--- src/rtl/isa_pkg.sv ---
// Shared ISA definitions for the fetch front end, ALU and datapath:
// opcode encoding, instruction field positions and decode record.
package isa_pkg;
    localparam int PC_W   = 9;
    localparam int INST_W = 20;
    localparam int OP_W   = 5;
    localparam int FLD_W  = 5;
    localparam int OP_LSB = 15;
    localparam int FA_LSB = 10;
    localparam int FB_LSB = 5;
    localparam int FC_LSB = 0;

    typedef enum logic [OP_W-1:0] {
        OP_ADD  = 5'd0,
        OP_SUB  = 5'd1,
        OP_XOR  = 5'd2,
        OP_AND  = 5'd3,
        OP_SLL  = 5'd4,
        OP_SRL  = 5'd5,
        OP_CMP  = 5'd6,
        OP_BE   = 5'd7,
        OP_BL   = 5'd8,
        OP_BG   = 5'd9,
        OP_BA   = 5'd10,
        OP_MOV  = 5'd11,
        OP_LD   = 5'd12,
        OP_ST   = 5'd13,
        OP_DONE = 5'd14
    } opcode_e;

    typedef enum logic [2:0] {
        BR_NONE   = 3'd0,
        BR_EQ     = 3'd1,
        BR_LT     = 3'd2,
        BR_GT     = 3'd3,
        BR_ALWAYS = 3'd4
    } br_kind_e;

    typedef struct packed {
        logic     reg_we;
        logic     mem_rd;
        logic     mem_wr;
        logic     is_cmp;
        logic     is_done;
        logic     illegal;
        br_kind_e br;
    } dec_t;

    function automatic logic [FLD_W-1:0] field_at(input logic [INST_W-1:0] w, input int lsb);
        return w[lsb +: FLD_W];
    endfunction
endpackage

--- src/rtl/instr_fetch_if.sv ---
// Instruction ROM port: fetch address out, instruction word back in the same cycle.
interface instr_fetch_if #(
    parameter int AW = isa_pkg::PC_W
);
    logic [AW-1:0]               iptr;
    logic [isa_pkg::INST_W-1:0]  inst;

    modport master (output iptr, input inst);
    modport slave  (input iptr, output inst);
endinterface

--- src/rtl/inst_decode.sv ---
// Purely combinational opcode classifier: write enables, branch kind,
// program completion and illegal-opcode detection.
module inst_decode
    import isa_pkg::*;
(
    input  logic [OP_W-1:0] op_i,
    output dec_t            dec_o
);

    // Opcode to control record; anything outside 0-14 is an illegal no-op.
    always_comb begin
        dec_o = '0;
        case (op_i)
            OP_ADD, OP_SUB, OP_XOR, OP_AND, OP_SLL, OP_SRL, OP_MOV: begin
                dec_o.reg_we = 1'b1;
            end
            OP_LD: begin
                dec_o.reg_we = 1'b1;
                dec_o.mem_rd = 1'b1;
            end
            OP_ST:   dec_o.mem_wr  = 1'b1;
            OP_CMP:  dec_o.is_cmp  = 1'b1;
            OP_BE:   dec_o.br      = BR_EQ;
            OP_BL:   dec_o.br      = BR_LT;
            OP_BG:   dec_o.br      = BR_GT;
            OP_BA:   dec_o.br      = BR_ALWAYS;
            OP_DONE: dec_o.is_done = 1'b1;
            default: dec_o.illegal = 1'b1;
        endcase
    end

endmodule

--- src/rtl/instr_fetch.sv ---
// Program sequencer: owns the PC, compare flags and retired count, fetches from
// the combinational ROM and issues each word's fields to the datapath.
module instr_fetch
    import isa_pkg::*;
#(
    parameter int START_W = 9,
    parameter int CNT_W   = 16
) (
    input  logic               clk,
    input  logic               reset,
    input  logic               start,
    input  logic [START_W-1:0] start_addr,
    input  logic               stall,
    input  logic               cmp_eq,
    input  logic               cmp_lt,
    input  logic               cmp_gt,
    instr_fetch_if.master      rom,
    output logic [FLD_W-1:0]   op,
    output logic [FLD_W-1:0]   fa,
    output logic [FLD_W-1:0]   fb,
    output logic [FLD_W-1:0]   fc,
    output logic               valid,
    output logic               reg_we,
    output logic               mem_rd,
    output logic               mem_wr,
    output logic               busy,
    output logic               done,
    output logic               illegal,
    output logic [CNT_W-1:0]   retired
);

    typedef enum logic [1:0] {
        ST_IDLE   = 2'd0,
        ST_RUN    = 2'd1,
        ST_FINISH = 2'd2
    } state_e;

    state_e             state_q;
    logic [START_W-1:0] pc_q, pc_d;
    logic [2:0]         flags_q, flags_d;   // {eq, lt, gt}
    logic [CNT_W-1:0]   retired_q, retired_d;
    logic               illegal_q;
    logic               busy_q;
    logic               done_q;
    logic               take_br;
    dec_t               dec;

    inst_decode u_decode (
        .op_i  (op),
        .dec_o (dec)
    );

    assign rom.iptr = pc_q;
    assign op       = field_at(rom.inst, OP_LSB);
    assign fa       = field_at(rom.inst, FA_LSB);
    assign fb       = field_at(rom.inst, FB_LSB);
    assign fc       = field_at(rom.inst, FC_LSB);

    assign valid    = (state_q == ST_RUN) && !stall;
    assign reg_we   = valid && dec.reg_we;
    assign mem_rd   = valid && dec.mem_rd;
    assign mem_wr   = valid && dec.mem_wr;

    assign busy     = busy_q;
    assign done     = done_q;
    assign illegal  = illegal_q;
    assign retired  = retired_q;

    // Branch resolution against the flags left by the most recent cmp.
    always_comb begin
        case (dec.br)
            BR_EQ:     take_br = flags_q[2];
            BR_LT:     take_br = flags_q[1];
            BR_GT:     take_br = flags_q[0];
            BR_ALWAYS: take_br = 1'b1;
            default:   take_br = 1'b0;
        endcase
    end

    // Next PC, flags and retired count if the current word issues this cycle.
    always_comb begin
        if (dec.is_done) begin
            pc_d = pc_q;
        end else if (take_br) begin
            pc_d = pc_q + rom.inst[START_W-1:0];
        end else begin
            pc_d = pc_q + START_W'(1);
        end

        if (dec.is_cmp) begin
            flags_d = {cmp_eq, cmp_lt, cmp_gt};
        end else begin
            flags_d = flags_q;
        end

        if (retired_q == {CNT_W{1'b1}}) begin
            retired_d = retired_q;
        end else begin
            retired_d = retired_q + CNT_W'(1);
        end
    end

    // Sequencer FSM with registered status outputs.
    always_ff @(posedge clk) begin
        if (reset) begin
            state_q   <= ST_IDLE;
            pc_q      <= '0;
            flags_q   <= '0;
            retired_q <= '0;
            illegal_q <= 1'b0;
            busy_q    <= 1'b0;
            done_q    <= 1'b0;
        end else begin
            case (state_q)
                ST_IDLE: begin
                    done_q <= 1'b0;
                    if (start) begin
                        state_q   <= ST_RUN;
                        busy_q    <= 1'b1;
                        pc_q      <= start_addr;
                        flags_q   <= '0;
                        retired_q <= '0;
                        illegal_q <= 1'b0;
                    end
                end
                ST_RUN: begin
                    if (valid) begin
                        pc_q      <= pc_d;
                        flags_q   <= flags_d;
                        retired_q <= retired_d;
                        if (dec.illegal) begin
                            illegal_q <= 1'b1;
                        end
                        if (dec.is_done) begin
                            state_q <= ST_FINISH;
                            busy_q  <= 1'b0;
                            done_q  <= 1'b1;
                        end
                    end
                end
                ST_FINISH: begin
                    state_q <= ST_IDLE;
                    done_q  <= 1'b0;
                end
                default: begin
                    state_q <= ST_IDLE;
                    busy_q  <= 1'b0;
                    done_q  <= 1'b0;
                end
            endcase
        end
    end

endmodule

--- src/flat_wrapper.sv ---
// flat-port wrapper written by rule: the top's interface ports become plain ports
module instr_fetch_flat import isa_pkg::*;
#(
    parameter int START_W = 9,
    parameter int CNT_W   = 16
)
  (clk, reset, start, start_addr, stall, cmp_eq, cmp_lt, cmp_gt, op, fa, fb, fc, valid, reg_we, mem_rd, mem_wr, busy, done, illegal, retired, rom_iptr, rom_inst);
  instr_fetch_if rom_i ();
  input  logic clk;
  input  logic reset;
  input  logic start;
  input  logic [START_W-1:0] start_addr;
  input  logic stall;
  input  logic cmp_eq;
  input  logic cmp_lt;
  input  logic cmp_gt;
  output logic [FLD_W-1:0] op;
  output logic [FLD_W-1:0] fa;
  output logic [FLD_W-1:0] fb;
  output logic [FLD_W-1:0] fc;
  output logic valid;
  output logic reg_we;
  output logic mem_rd;
  output logic mem_wr;
  output logic busy;
  output logic done;
  output logic illegal;
  output logic [CNT_W-1:0] retired;
  output wire logic [$bits(rom_i.iptr)-1:0] rom_iptr;
  input wire logic [$bits(rom_i.inst)-1:0] rom_inst;
  assign rom_iptr = rom_i.iptr;
  assign rom_i.inst = rom_inst;
  instr_fetch #(.START_W(START_W), .CNT_W(CNT_W)) u_core (.clk(clk), .reset(reset), .start(start), .start_addr(start_addr), .stall(stall), .cmp_eq(cmp_eq), .cmp_lt(cmp_lt), .cmp_gt(cmp_gt), .rom(rom_i), .op(op), .fa(fa), .fb(fb), .fc(fc), .valid(valid), .reg_we(reg_we), .mem_rd(mem_rd), .mem_wr(mem_wr), .busy(busy), .done(done), .illegal(illegal), .retired(retired));
endmodule
--- config.mk ---
export PLATFORM = sky130hd
export DESIGN_NAME = instr_fetch_flat
export DESIGN_NICKNAME = d
export VERILOG_FILES = /design/src/rtl/isa_pkg.sv /design/src/rtl/instr_fetch_if.sv /design/src/rtl/inst_decode.sv /design/src/rtl/instr_fetch.sv /design/src/flat_wrapper.sv
export SDC_FILE = /design/constraint.sdc
export NUM_CORES = 1
export LEC_CHECK = 0
export ABC_AREA = 1
export CORE_UTILIZATION = 40
export CTS_CLUSTER_DIAMETER = 200
export DETAILED_ROUTE_END_ITERATION = 7
export GPL_TIMING_DRIVEN = 0
export PLACE_DENSITY = 0.87
export SYNTH_ARGS = -nofsm -noshare
export SYNTH_HDL_FRONTEND = slang
export SYNTH_SLANG_ARGS = --single-unit
--- constraint.sdc ---
create_clock -name clk -period 2.45 [get_ports clk]
set_clock_uncertainty 0.1 [all_clocks]
set_input_delay 0.3675 -clock clk [delete_from_list [all_inputs] [get_ports clk]]
set_output_delay 0.3675 -clock clk [all_outputs]
set_load 0.005 [all_outputs]
==> impl_metrics.env <==
export IMPL_outcome="complete, but fails checks"
export IMPL_violations="negative setup slack"
export IMPL_ios=88
export IMPL_drive_above_1_share_pct=24.4
export IMPL_fin_nets=495
export IMPL_yosys_warnings=0
export IMPL_ys_seq_area_share_pct=27.8
export IMPL_critPathKind="in -> reg"
export IMPL_synth_main_ff_cell="dfxtp_1"
export IMPL_crit_fanout=3
export IMPL_tightest_slew_ps=551
export IMPL_vias_per_cell=5.13
export IMPL_hp_class="reg -> reg"
export IMPL_cts_root_buf="clkbuf_8"
export IMPL_synthDistinctLibCells=39
export IMPL_num_vias=2679
export IMPL_fin_util_pct=65.1
export IMPL_syn_inst=351
export IMPL_final_period_utilization_pct=102
export IMPL_leakage_nw=1.62
export IMPL_tns_ps=-52.4
export IMPL_synth_seq_cells=33
export IMPL_clk_pin_slew_ps=70
export IMPL_grt_use_total_pct=21.8
export IMPL_dieArea_um2=6260
export IMPL_clk_latency_ps=280
export IMPL_antenna_found_initial=0
export IMPL_grt_pass1_wl_um=10900
export IMPL_drtPass1Iterations=4
export IMPL_wirelength_um=6850
export IMPL_syn_area_um2=2380
export IMPL_p_total_mw=1.62
export IMPL_power_density_nw_per_um2=444
export IMPL_route_antenna_remaining_nets=0
export IMPL_rows=27
export IMPL_grt_max_degree=12
export IMPL_pre_cts_slack_ps=-1090
export IMPL_clk_path_buf_depth=2
export IMPL_die_h_um=79.1
export IMPL_vdd_ir_drop_max_v=0.000320
export IMPL_cts_buffers=5
export IMPL_avgSynthCellArea_um2=6.77
export IMPL_wl_per_cell_um=13.1
export IMPL_drc_errors=0
export IMPL_grt_pass1_vias=2495
export IMPL_max_freq_ghz=0.400
export IMPL_io_buffer_count=81
export IMPL_rsz0062_at_grt="true"
export IMPL_core_area_um2=5610
export IMPL_finalSetupViolations=1
export IMPL_cts_tree="built"
export IMPL_cp_end_kind="flop"
export IMPL_areaGrowthSynthToFinish_pct=53.5
export IMPL_slew_viol_final=0
export IMPL_dp_hpwl_um=5020
export IMPL_antenna_cells=0
export IMPL_cp_data_arrival_time_ps=2620
export IMPL_die_width_um=79.1
export IMPL_place_congestion=0.969
export IMPL_crit_path_start_kind="input port"
export IMPL_slew_headroom_pct=63.3
export IMPL_hold_ws_ps=370
export IMPL_required_ps=2560
export IMPL_postCtsHoldBufs=0
export IMPL_final_min_clock_period_ps=2500
export IMPL_synth_edf_count=0
export IMPL_cts_sinks=33
export IMPL_drt_iter0_markers=138
export IMPL_maxCapViolCount=0
export IMPL_start_util_pct=42.4
export IMPL_hold_violations=0
export IMPL_overflow=0
export IMPL_cts_htree_levels=2
export IMPL_syn_nets=397
export IMPL_synthArstFlopShare_pct=0
export IMPL_fin_ws_ps=-52.4
export IMPL_n_fill_cell=502
final timing paths:
kind | cells after the start | to | startpoint | slack [ps]
setup / recovery | 24 | u_core.rom.iptr[6]$_SDFFE_PP0P_ | rom_inst[17] | -50
hold reg to reg | 1 | u_core.illegal$_SDFFE_PP0P_ | u_core.illegal$_SDFFE_PP0P_ | 370
hold / removal | 1 | u_core.illegal$_SDFFE_PP0P_ | u_core.illegal$_SDFFE_PP0P_ | 370
setup reg to reg | 20 | u_core.rom.iptr[6]$_SDFFE_PP0P_ | u_core.flags_q[0]$_SDFFE_PP0P_ | 10
critical path, stage by stage:
cell,delay [ps]
buf_12,120
inv_16,50
nand2_4,40
nor2_4,120
nand3_2,100
nand2_2,90
inv_2,40
nand2_4,80
inv_4,40
or2_4,230
ha_4,170
inv_4,50
fa_2,190
inv_2,40
nand2_1,50
nand2_1,70
nand2_2,70
nand2_2,70
nand2_2,70
nand2_2,50
a21oi_2,120
xor2_1,150
nand2_1,80
a21oi_2,150
routing by layer:
metal,routed length [um],GRT usage (%),up-vias
met2,3440,38.7,106
met4,131,7.27,0
li1,-,-,1323
met5,0,0,-
met3,358,4.60,14
met1,2930,25.8,1236
report_power, final:
part | total, mW | switching (mW) | internal (mW)
sequential | 0.592 | 0.0261 | 0.566
combinational | 0.418 | 0.203 | 0.215
clock | 0.611 | 0.207 | 0.404
total | 1.62 | 0.436 | 1.19
synthesized netlist by cell type (2+ instances only):
master	count	share of area (%)
a211oi_1	6	1.9
a211oi_2	2	1.1
a21oi_1	24	5.1
a31oi_1	2	0.53
buf_4	21	6.6
clkbuf_1	3	0.47
dfxtp_1	33	28
ha_1	9	4.7
inv_1	50	7.9
inv_2	3	0.47
inv_4	3	0.79
nand2_1	66	10
nand2_2	5	1.3
nand2_4	2	0.95
nand3_1	22	4.6
nand3_2	2	0.84
nand4_1	7	1.8
nor2_1	42	6.6
nor2_4	3	1.4
nor2_8	2	1.7
nor3_1	3	0.63
o21ai_0	18	3.8
xnor2_1	2	0.74
xor2_1	6	2.2
state kept, by name, summed over array words and instances (netlist names):
register	cells
u_core.busy	1
u_core.retired	16
u_core.state_q	2
u_core.done	1
u_core.illegal	1
u_core.flags_q	3
u_core.rom.iptr	9
cell families after synthesis:
logic type | count (synthesis) | share of synthesized area (%)
fa+ha+maj | 10 | 5.58
simple gates | 159 | 32.2
compound gates | 60 | 14.8
buf+inv | 81 | 16.6
xor+xnor | 8 | 2.95
flops | 33 | 27.8
per-stage QoR:
stage	area, um^2	instances
after floorplan	2430	351
after global placement	3340	504
after detailed placement	3340	504
after CTS	3560	522
after global routing	3650	522
final	3650	522
cells in the final DEF (no fill, tap or decap), types with 2 or more instances in the layout:
cell             instances
dfxtp_1                 32
inv_1                   40
clkbuf_8                 5
xor2_1                   6
nor2_1                  35
nand2_1                 56
a31oi_1                  2
inv_2                    9
nand3_1                 16
nor2_8                   2
a21oi_2                  4
ha_1                     8
buf_4                   31
clkbuf_1                 3
a211oi_2                 2
nor3_1                   3
xnor2_1                  2
nand2_4                  5
nand4_1                  7
o21ai_0                 18
nor2_4                   5
nand2_2                 12
bufinv_16                2
buf_6                    3
nand3_2                  8
clkdlybuf4s50_1         76
inv_4                    6
a211oi_1                 6
nor2_2                   6
a21oi_1                 21
repair_timing:
action / CTS / global route
setup endpoints to repair: 11 / 4
buffers inserted: 10 / 0
cloned: 0 / 0
gates resized for setup: 36 / 30
pin swaps: 18 / 9
cell type report:
type / count / area, um^2 / area share, %
Tap cell: 72 / 90.1 / 2.47
Clock inverter: 3 / 65.1 / 1.78
Buffer: 24 / 169 / 4.63
Timing Repair Buffer: 91 / 897 / 24.6
Sequential cell: 33 / 662 / 18.1
Clock buffer: 5 / 68.8 / 1.89
Inverter: 57 / 250 / 6.86
Multi-Input combinational cell: 237 / 1450 / 39.7
Note: power is estimated with default switching activity, not from simulation.
